### src/rtl/bf_io_port.sv
// Byte I/O port: four-phase output handshake with a display dwell, and a debounced
// key-strobed input capture. Optional hex glyph decode of the output byte: HEX_DISPLAY_EN.
module bf_io_port #(
  parameter int DWELL_CYCLES    = 50000000,
  parameter int DEBOUNCE_CYCLES = 250000,
  parameter int CNT_W           = 26
) (
  input  logic       clk,
  input  logic       reset,
  input  logic [7:0] Dout,
  input  logic       LdOut,
  output logic       outputDone,
  input  logic [7:0] switches,
  input  logic       key,
  output logic [7:0] DIn,
  output logic       inputDone,
  output logic [7:0] out,
  output logic       outValid,
  output logic [7:0] outCount,
  output logic [6:0] hex0,
  output logic [6:0] hex1
);

  typedef enum logic [1:0] {O_IDLE, O_DWELL, O_ACK} ostate_t;
  typedef enum logic [1:0] {I_IDLE, I_DEB, I_PRESS, I_REL} istate_t;

  localparam logic [CNT_W-1:0] DWELL_LAST = CNT_W'(DWELL_CYCLES - 1);
  localparam logic [CNT_W-1:0] DEB_LAST   = CNT_W'(DEBOUNCE_CYCLES - 1);

  ostate_t          ost_q, ost_d;
  istate_t          ist_q, ist_d;
  logic [CNT_W-1:0] dcnt_q, dcnt_d, kcnt_q, kcnt_d;
  logic [7:0]       out_q, out_d, ocnt_q, ocnt_d, din_q, din_d;
  logic             valid_q, valid_d;
  logic [1:0]       ksync_q;
  logic             key_s, dwell_done, deb_done;

  assign key_s      = ksync_q[1];
  // A zero limit means "finish on the first counting cycle".
  assign dwell_done = (DWELL_CYCLES == 0) || (dcnt_q == DWELL_LAST);
  assign deb_done   = (DEBOUNCE_CYCLES == 0) || (kcnt_q == DEB_LAST);

  always_ff @(posedge clk or posedge reset) begin
    if (reset) begin
      ost_q   <= O_IDLE;
      ist_q   <= I_IDLE;
      dcnt_q  <= '0;
      kcnt_q  <= '0;
      out_q   <= '0;
      ocnt_q  <= '0;
      din_q   <= '0;
      valid_q <= 1'b0;
      ksync_q <= '0;
    end else begin
      ost_q   <= ost_d;
      ist_q   <= ist_d;
      dcnt_q  <= dcnt_d;
      kcnt_q  <= kcnt_d;
      out_q   <= out_d;
      ocnt_q  <= ocnt_d;
      din_q   <= din_d;
      valid_q <= valid_d;
      ksync_q <= {ksync_q[0], key};
    end
  end

  // Output side: once loaded, the dwell always runs to completion.
  always_comb begin
    ost_d   = ost_q;
    dcnt_d  = dcnt_q;
    out_d   = out_q;
    ocnt_d  = ocnt_q;
    valid_d = valid_q;
    case (ost_q)
      O_IDLE: if (LdOut) begin
        ost_d   = O_DWELL;
        dcnt_d  = '0;
        out_d   = Dout;
        ocnt_d  = ocnt_q + 8'd1;
        valid_d = 1'b1;
      end
      O_DWELL: begin
        dcnt_d = dcnt_q + 1'b1;
        if (dwell_done) ost_d = O_ACK;
      end
      O_ACK: if (!LdOut) ost_d = O_IDLE;
      default: ost_d = O_IDLE;
    endcase
  end

  // Input side: debounce both press and release; a bounce during release re-enters press.
  always_comb begin
    ist_d  = ist_q;
    kcnt_d = kcnt_q;
    din_d  = din_q;
    case (ist_q)
      I_IDLE: if (key_s) begin
        ist_d  = I_DEB;
        kcnt_d = '0;
      end
      I_DEB: begin
        if (!key_s) ist_d = I_IDLE;
        else begin
          kcnt_d = kcnt_q + 1'b1;
          if (deb_done) begin
            ist_d = I_PRESS;
            din_d = switches;
          end
        end
      end
      I_PRESS: if (!key_s) begin
        ist_d  = I_REL;
        kcnt_d = '0;
      end
      I_REL: begin
        if (key_s) ist_d = I_PRESS;
        else begin
          kcnt_d = kcnt_q + 1'b1;
          if (deb_done) ist_d = I_IDLE;
        end
      end
      default: ist_d = I_IDLE;
    endcase
  end

  assign outputDone = (ost_q == O_ACK);
  assign inputDone  = (ist_q == I_PRESS) || (ist_q == I_REL);
  assign out        = out_q;
  assign outValid   = valid_q;
  assign outCount   = ocnt_q;
  assign DIn        = din_q;

`ifdef HEX_DISPLAY_EN
  function automatic logic [6:0] seg7(input logic [3:0] n);
    case (n)
      4'h0: seg7 = 7'h40;  4'h1: seg7 = 7'h79;  4'h2: seg7 = 7'h24;  4'h3: seg7 = 7'h30;
      4'h4: seg7 = 7'h19;  4'h5: seg7 = 7'h12;  4'h6: seg7 = 7'h02;  4'h7: seg7 = 7'h78;
      4'h8: seg7 = 7'h00;  4'h9: seg7 = 7'h10;  4'hA: seg7 = 7'h08;  4'hB: seg7 = 7'h03;
      4'hC: seg7 = 7'h46;  4'hD: seg7 = 7'h21;  4'hE: seg7 = 7'h06;  default: seg7 = 7'h0E;
    endcase
  endfunction

  assign hex0 = valid_q ? seg7(out_q[3:0]) : 7'h7F;
  assign hex1 = valid_q ? seg7(out_q[7:4]) : 7'h7F;
`else
  assign hex0 = 7'h7F;
  assign hex1 = 7'h7F;
`endif

endmodule

### config.mk
export PLATFORM = sky130hd
export DESIGN_NAME = bf_io_port
export DESIGN_NICKNAME = d
export VERILOG_FILES = /design/src/rtl/bf_io_port.sv
export SDC_FILE = /design/constraint.sdc
export NUM_CORES = 1
export LEC_CHECK = 0
export ABC_AREA = 1
export CAP_MARGIN = 20
export CORE_MARGIN = 2
export CORE_UTILIZATION = 56
export DETAILED_ROUTE_END_ITERATION = 10
export PLACE_DENSITY = 0.93
export SYNTH_ARGS = -nofsm -noshare
export SYNTH_HDL_FRONTEND = slang
export SYNTH_SLANG_ARGS = --single-unit
### constraint.sdc
create_clock -name clk -period 2.9 [get_ports clk]
set_clock_uncertainty 0.2 [all_clocks]
set_input_delay 0.29 -clock clk [delete_from_list [all_inputs] [get_ports clk]]
set_output_delay 0.29 -clock clk [all_outputs]
set_load 0.01 [all_outputs]
==> results of run 1 <==
## worst max-delay path by stage
stage	cells after the start	to	startpoint	slack [ns]
floorplan	1	DIn[0]	reset	0.27
global placement	7	outCount[7]	LdOut	1.00
detailed placement	7	outCount[7]	LdOut	0.92
CTS	2	outputDone	ost_q[0]	0.88
global route	10	dcnt_q[20]	dcnt_q[0]	0.71
finish	8	kcnt_q[8]	ksync_q[1]	0.87
## per-stage QoR
step	setup slack, ns	power [uW]	cell area, um2	util (%)	cells
floorplan	0.273	1610	4680	-	653
global placement	1.00	1710	5190	63.8	788
detailed placement	0.924	1740	5190	63.8	788
CTS	0.879	2600	5390	66.2	804
global route	0.712	2720	5390	66.2	804
finish	0.868	2590	5390	66.2	804
## sequential cells by signal, summed over array words and instances (netlist names), named ones only
register,count
ost_q,2
outValid,1
dcnt_q,26
ist_q,1
outCount,8
kcnt_q,26
DIn,8
out,8
ksync_q,2
## final cells by class
type,instances,area [um2]
Tap cell,105,131
Multi-Input combinational cell,484,2220
Inverter,65,245
Clock inverter,6,73.8
Clock buffer,10,128
Timing Repair Buffer,51,510
Fill cell,623,2750
Sequential cell,83,2080
## worst max-delay path, stage by stage (launching register included)
cell	delay, ns
dfrtp_1	0.42
inv_1	0.13
nand2_1	0.07
nand2_1	0.35
nor2_1	0.10
nand2_1	0.13
nor2_1	0.08
or2_2	0.27
and2_1	0.18
## kinds of logic (layout without fill, tap and decap cells)
group                    count (synthesis)  after routing  share of synthesized area, %
buffers and inverters                   86            132                          8.26
multiplexers                             2              2                         0.432
flip-flops                              83             83                          44.8
AND/OR/NAND/NOR                        401            401                          37.5
AO/OA/AOI/OAI                           55             55                          6.43
other                                    1             14                        0.0809
adder cells (fa/ha/maj)                  3              3                         0.810
XOR/XNOR                                 9              9                          1.70
## per-layer routing
metal	track usage, %	share of wire, %	vias up	routed length, um
met5	0	0	-	0
met4	11.7	3.1	0	349
met3	5.83	7.7	39	874
met2	46.9	52	240	5860
met1	31.1	38	2084	4280
li1	-	-	2115	-
## power by group through the flow
stage               combinational [uW]  clock (uW)  sequential, uW
floorplan                          253           0            1350
CTS                                373         873            1350
global placement                   348           0            1370
finish                             373         856            1360
global route                       421         921            1370
detailed placement                 369           0            1370
## synth_stat cells, drive strengths merged, types with 2 or more instances
cell	instances
nand2	207
nor2	108
dfrtp	83
inv	65
nand3	52
o21ai	29
buf	18
a21oi	17
nor3	13
nand4	12
xor2	6
clkbuf	3
ha	3
nand3b	3
o21a	3
xnor2	3
a31oi	2
mux2i	2
nor3b	2
or2	2
==> flow_metrics.py, run 1 <==
metrics = {
    "route": {
        "vias": 4478,
        "dr.pass1.iters": 7,
        "via_per_inst": 5.57,
        "wl_per_cell_um": 14.1,
        "drt_iter0_drc": 279,
        "drc": 0,
        "wirelength_um": 11400,
        "ant_nets": 0,
    },
    "cts": {
        "cts-root-buf": "clkbuf_8",
        "clk_pin_slew_ns": 0.10,
        "post_cts_buffers": 0,
        "cts_buffer_depth": 2,
        "clock_latency_ns": 0.36,
        "cts_resized": 0,
        "cts_tree": "built",
        "cts.htree.levels": 3,
        "holdBufCountCts": 0,
        "cts-buffers-inserted": 9,
        "cts_sinks": 83,
    },
    "layout": {
        "mostFrequentLayoutCell": "nand2_1",
        "antenna_cells": 0,
        "mostFrequentLayoutCells": "nand2_1 (199), nor2_1 (92), dfrtp_1 (83)",
        "final_layout_size_suffix_gt1_share_pct": 6.87,
        "fin_nets": 717,
        "syn2layout_area_growth_pct": 16.3,
    },
    "sta": {
        "period_needed_ns": 2.03,
        "fmax_mhz": 492,
        "worst_pin_slew_ns": 0.692,
        "finalHoldViolations": 0,
        "min_period_over_period_pct": 70.1,
        "final-setup-viol-count": 0,
        "setup-tns-final_ns": 0,
        "final-max-slew-violation-count": 0,
        "rsz0062_at_grt": "false",
        "hold-worst-slack_ns": 0.131,
        "slew_headroom_pct": 53.8,
    },
    "synthesis": {
        "ys_warn_count": 0,
        "ys_ff_latch": 83,
        "yosys.area.top_type": "dfrtp_1",
        "synth-main-ff-cell": "dfrtp_1",
        "netlist_area_um2": 4630,
        "syn_inst": 640,
        "yosysTopAreaCellShare_pct": 44.8,
        "syn_area_per_cell_um2": 7.24,
        "synth_area_leaders": "dfrtp_1 (45%), nand2_1 (16%), nor2_1 (7.5%)",
        "async_reset_ff_share_pct": 100,
        "synth_edf_count": 0,
        "seq_area_frac_synth_pct": 44.8,
        "ys_types": 34,
    },
    "worst_setup_path": {
        "r2r-start": "ksync_q[1]",
        "start_kind": "flop",
        "r2r_cells": 8,
        "critPathMaxFanout": 13,
        "critPathArrivalTime_ns": 2.07,
        "crit_required_ns": 2.94,
        "worstReg2RegEnd": "kcnt_q[8]",
        "reg2reg_slack_ns": 0.87,
        "end_kind": "flop",
        "path_class": "reg2reg",
    },
    "placement": {
        "dpl.hpwl_um": 8170,
        "numPortBuffers": 46,
        "place.gp.congestion": 0.933,
    },
    "global_routing": {
        "grt_max_degree": 40,
        "grt_util_all_layers_pct": 26.6,
        "grt_pass1_wl_um": 18800,
        "grt_remaining_overflow": 0,
        "antenna_found_initial": 0,
        "first_global_vias": 4233,
    },
    "pwr": {
        "p_switching_uw": 776,
        "p_clk_share_pct": 33.1,
        "leakage_uw": 0.00245,
        "p_int_uw": 1810,
        "power_switching_share_pct": 30.0,
        "power_frac_seq_pct": 52.5,
        "ir_worst_vdd_mv": 0.346,
        "power.density_nw_per_um2": 480,
        "combPwrFrac_pct": 14.4,
    },
    "floorplan": {
        "initial_core_util_pct": 57.0,
        "die_area_um2": 9020,
        "row_count": 33,
        "die_x_um": 95.0,
        "ios": 61,
        "die_height_um": 95.0,
        "core_area_um2": 8130,
    },
    "worst_hold_path": {
        "min_path_type": "in2async",
    },
    "run": {
        "cap_violations": 0,
    },
    "run_status": {
        "outcome": "finished clean",
    },
}
Note: power is estimated with default switching activity, not from simulation.
==> run 2: changes to the inputs <==
Settings changed: CORE_UTILIZATION 56 to 50, PLACE_DENSITY 0.93 to 0.88.
Clock period 2.9 ns to 1.8 ns, I/O delays scaled along.
==> run 2 against run 1 <==
Worst hold slack got worse by 0.071 ns. Via count rose by 0.29%. Flip-flop and latch count did not move. Clock power rose by 76%. Largest cell class unchanged. Highest routed layer unchanged.
==> flow_metrics.py, run 2 (same netlist as run 1, synthesis figures left out) <==
metrics = {
    "layout": {
        "mostFrequentLayoutCells": "nand2_1 (198), nor2_1 (86), dfrtp_1 (77)",
        "stdcell_area_um2": 5670,
        "reg.largest.list": "dcnt_q (26), kcnt_q (26)",
        "final_layout_size_suffix_gt1_share_pct": 12.4,
        "fin_nets": 736,
        "syn2layout_area_growth_pct": 22.4,
        "antenna_cells": 0,
        "area.sequential_um2": 2080,
        "multi_input_area_um2": 2290,
        "mostFrequentLayoutCell": "nand2_1",
        "fillers": 749,
    },
    "route": {
        "drt_iter0_drc": 388,
        "wl_per_cell_um": 14.1,
        "wl_met3_um": 835,
        "vias": 4491,
        "drc": 0,
        "wirelength_um": 11700,
        "ant_nets": 0,
        "wl_met2_um": 5570,
        "highest_layer": "met4",
        "via_per_inst": 5.42,
        "dr.pass1.iters": 5,
        "wl_met1_um": 5080,
    },
    "cts": {
        "cts.htree.levels": 3,
        "cts-buffers-inserted": 9,
        "clock_latency_ns": 0.36,
        "cts_tree": "built",
        "clk_pin_slew_ns": 0.08,
        "cts-root-buf": "clkbuf_8",
        "cts_buffer_depth": 2,
        "cts_sinks": 83,
    },
    "worst_setup_path": {
        "cp_top_family": "simple AND/OR/NAND/NOR gates",
        "end_kind": "flop",
        "cpPeakStageDelay_ns": 0.40,
        "crit_top_cell": "nand2_1",
        "critPathArrivalTime_ns": 1.80,
        "critPathMaxFanout": 5,
        "start_kind": "flop",
        "slowest_stage": "dfrtp_1",
        "worst-path-buf-inv": 2,
        "path_class": "reg2reg",
        "cp.depth": 10,
        "crit_chain": "ha_1 -> nand2_1 -> nor2_1 -> nand2_1 -> inv_1 -> nand3_2 -> nor2_4 -> nand3_1 -> nand2_1 -> inv_1",
        "r2r_cells": 10,
        "crit_required_ns": 1.86,
    },
    "sta": {
        "min_period_over_period_pct": 96.9,
        "rsz0062_at_grt": "true",
        "fmax_mhz": 573,
        "setup-tns-final_ns": 0,
        "final-setup-viol-count": 0,
        "period_needed_ns": 1.74,
        "final-max-slew-violation-count": 0,
        "hold-worst-slack_ns": 0.0606,
        "finalHoldViolations": 0,
    },
    "placement": {
        "place.gp.congestion": 0.987,
        "dpl.hpwl_um": 8440,
        "numPortBuffers": 46,
        "place_area_um2": 5320,
    },
    "floorplan": {
        "ios": 61,
        "initial_core_util_pct": 50.9,
        "die_x_um": 100,
        "die_area_um2": 10100,
        "row_count": 35,
        "die_height_um": 100,
        "core_area_um2": 9110,
    },
    "worst_hold_path": {
        "min_path_type": "in2reg",
        "hold_path_depth": 1,
    },
    "global_routing": {
        "grt_remaining_overflow": 0,
        "grt_max_degree": 31,
        "grt_util_all_layers_pct": 23.8,
        "antenna_found_initial": 0,
        "first_global_vias": 4061,
        "grt_pass1_wl_um": 19200,
    },
    "run": {
        "cap_violations": 0,
    },
    "pwr": {
        "leakage_uw": 0.00255,
        "power.density_nw_per_um2": 764,
        "ir_worst_vdd_mv": 0.417,
    },
    "run_status": {
        "outcome": "finished clean",
    },
}
## run 2: cell types whose count changed in the layout (fill, tap and decap cells not counted), moves of 3 or more
cell     before  now
dfrtp_2       0    6
nor2_1       92   86
nor2_2       12   16
dfrtp_1      83   77
buf_4         4   20
inv_1        64   61
## run 2: layer usage
metal / track usage (%) / up-vias
met5: 0 / -
li1: - / 2148
met4: 6.32 / 0
met3: 5.01 / 18
met2: 37.1 / 183
met1: 34.0 / 2142
## run 2: repair_timing
action                                  CTS  global route
pin swaps                                 1             8
hold endpoints to repair                 11             0
hold buffers                              1             0
endpoints found under the setup margin   11            33
gates resized for setup                   2            29
buffers inserted                          1             2
## run 2: path summary, 6_finish.rpt
kind,slack (ns),from,endpoint
worst max-delay path,0.06,dcnt_q[1],dcnt_q[18]
worst min register to register,0.15,ksync_q[0],ksync_q[1]
max in group asynchronous,0.38,reset,kcnt_q[23]
worst max register to register,0.06,dcnt_q[1],dcnt_q[18]
worst min-delay path,0.06,key,ksync_q[0]
min in group asynchronous,0.49,reset,dcnt_q[19]
## run 2: power breakdown
part | total (uW) | switching (uW) | internal, uW
registers | 2170 | 160 | 2010
clock network | 1510 | 692 | 819
logic | 648 | 373 | 275
total | 4330 | 1230 | 3110
## run 2: final cells by class
type / count / share of cell area, %
Clock buffer: 10 / 2.43
Timing Repair Buffer: 70 / 11.9
Inverter: 65 / 4.44
Clock inverter: 6 / 1.57
Multi-Input combinational cell: 484 / 40.4
Sequential cell: 83 / 36.8
Tap cell: 111 / 2.45
## run 2: worst register-to-register path: stages, from the launching register on
cell and delay, ns:
dfrtp_1 0.40, ha_1 0.17, nand2_1 0.07, nor2_1 0.12, nand2_1 0.06, inv_1 0.10, nand3_2 0.15, nor2_4 0.17
nand3_1 0.08, nand2_1 0.09, inv_1 0.04
## run 2: through the flow
step | total power [uW] | utilization (%) | cells | setup slack (ns)
detailed placement | 2820 | 58.4 | 809 | -0.0180
global placement | 2790 | 58.4 | 809 | 0.0408
CTS | 4320 | 61.3 | 827 | 0.00937
global route | 4550 | 62.2 | 829 | -0.0644
floorplan | 2590 | - | 653 | 0.164
finish | 4330 | 62.2 | 829 | 0.0551
==> run 3: changes to the inputs <==
Settings changed: CTS_CLUSTER_SIZE from default to 10.
==> results of run 3 <==
Same layout as run 2: the final DEF is identical, and so are final timing and power.
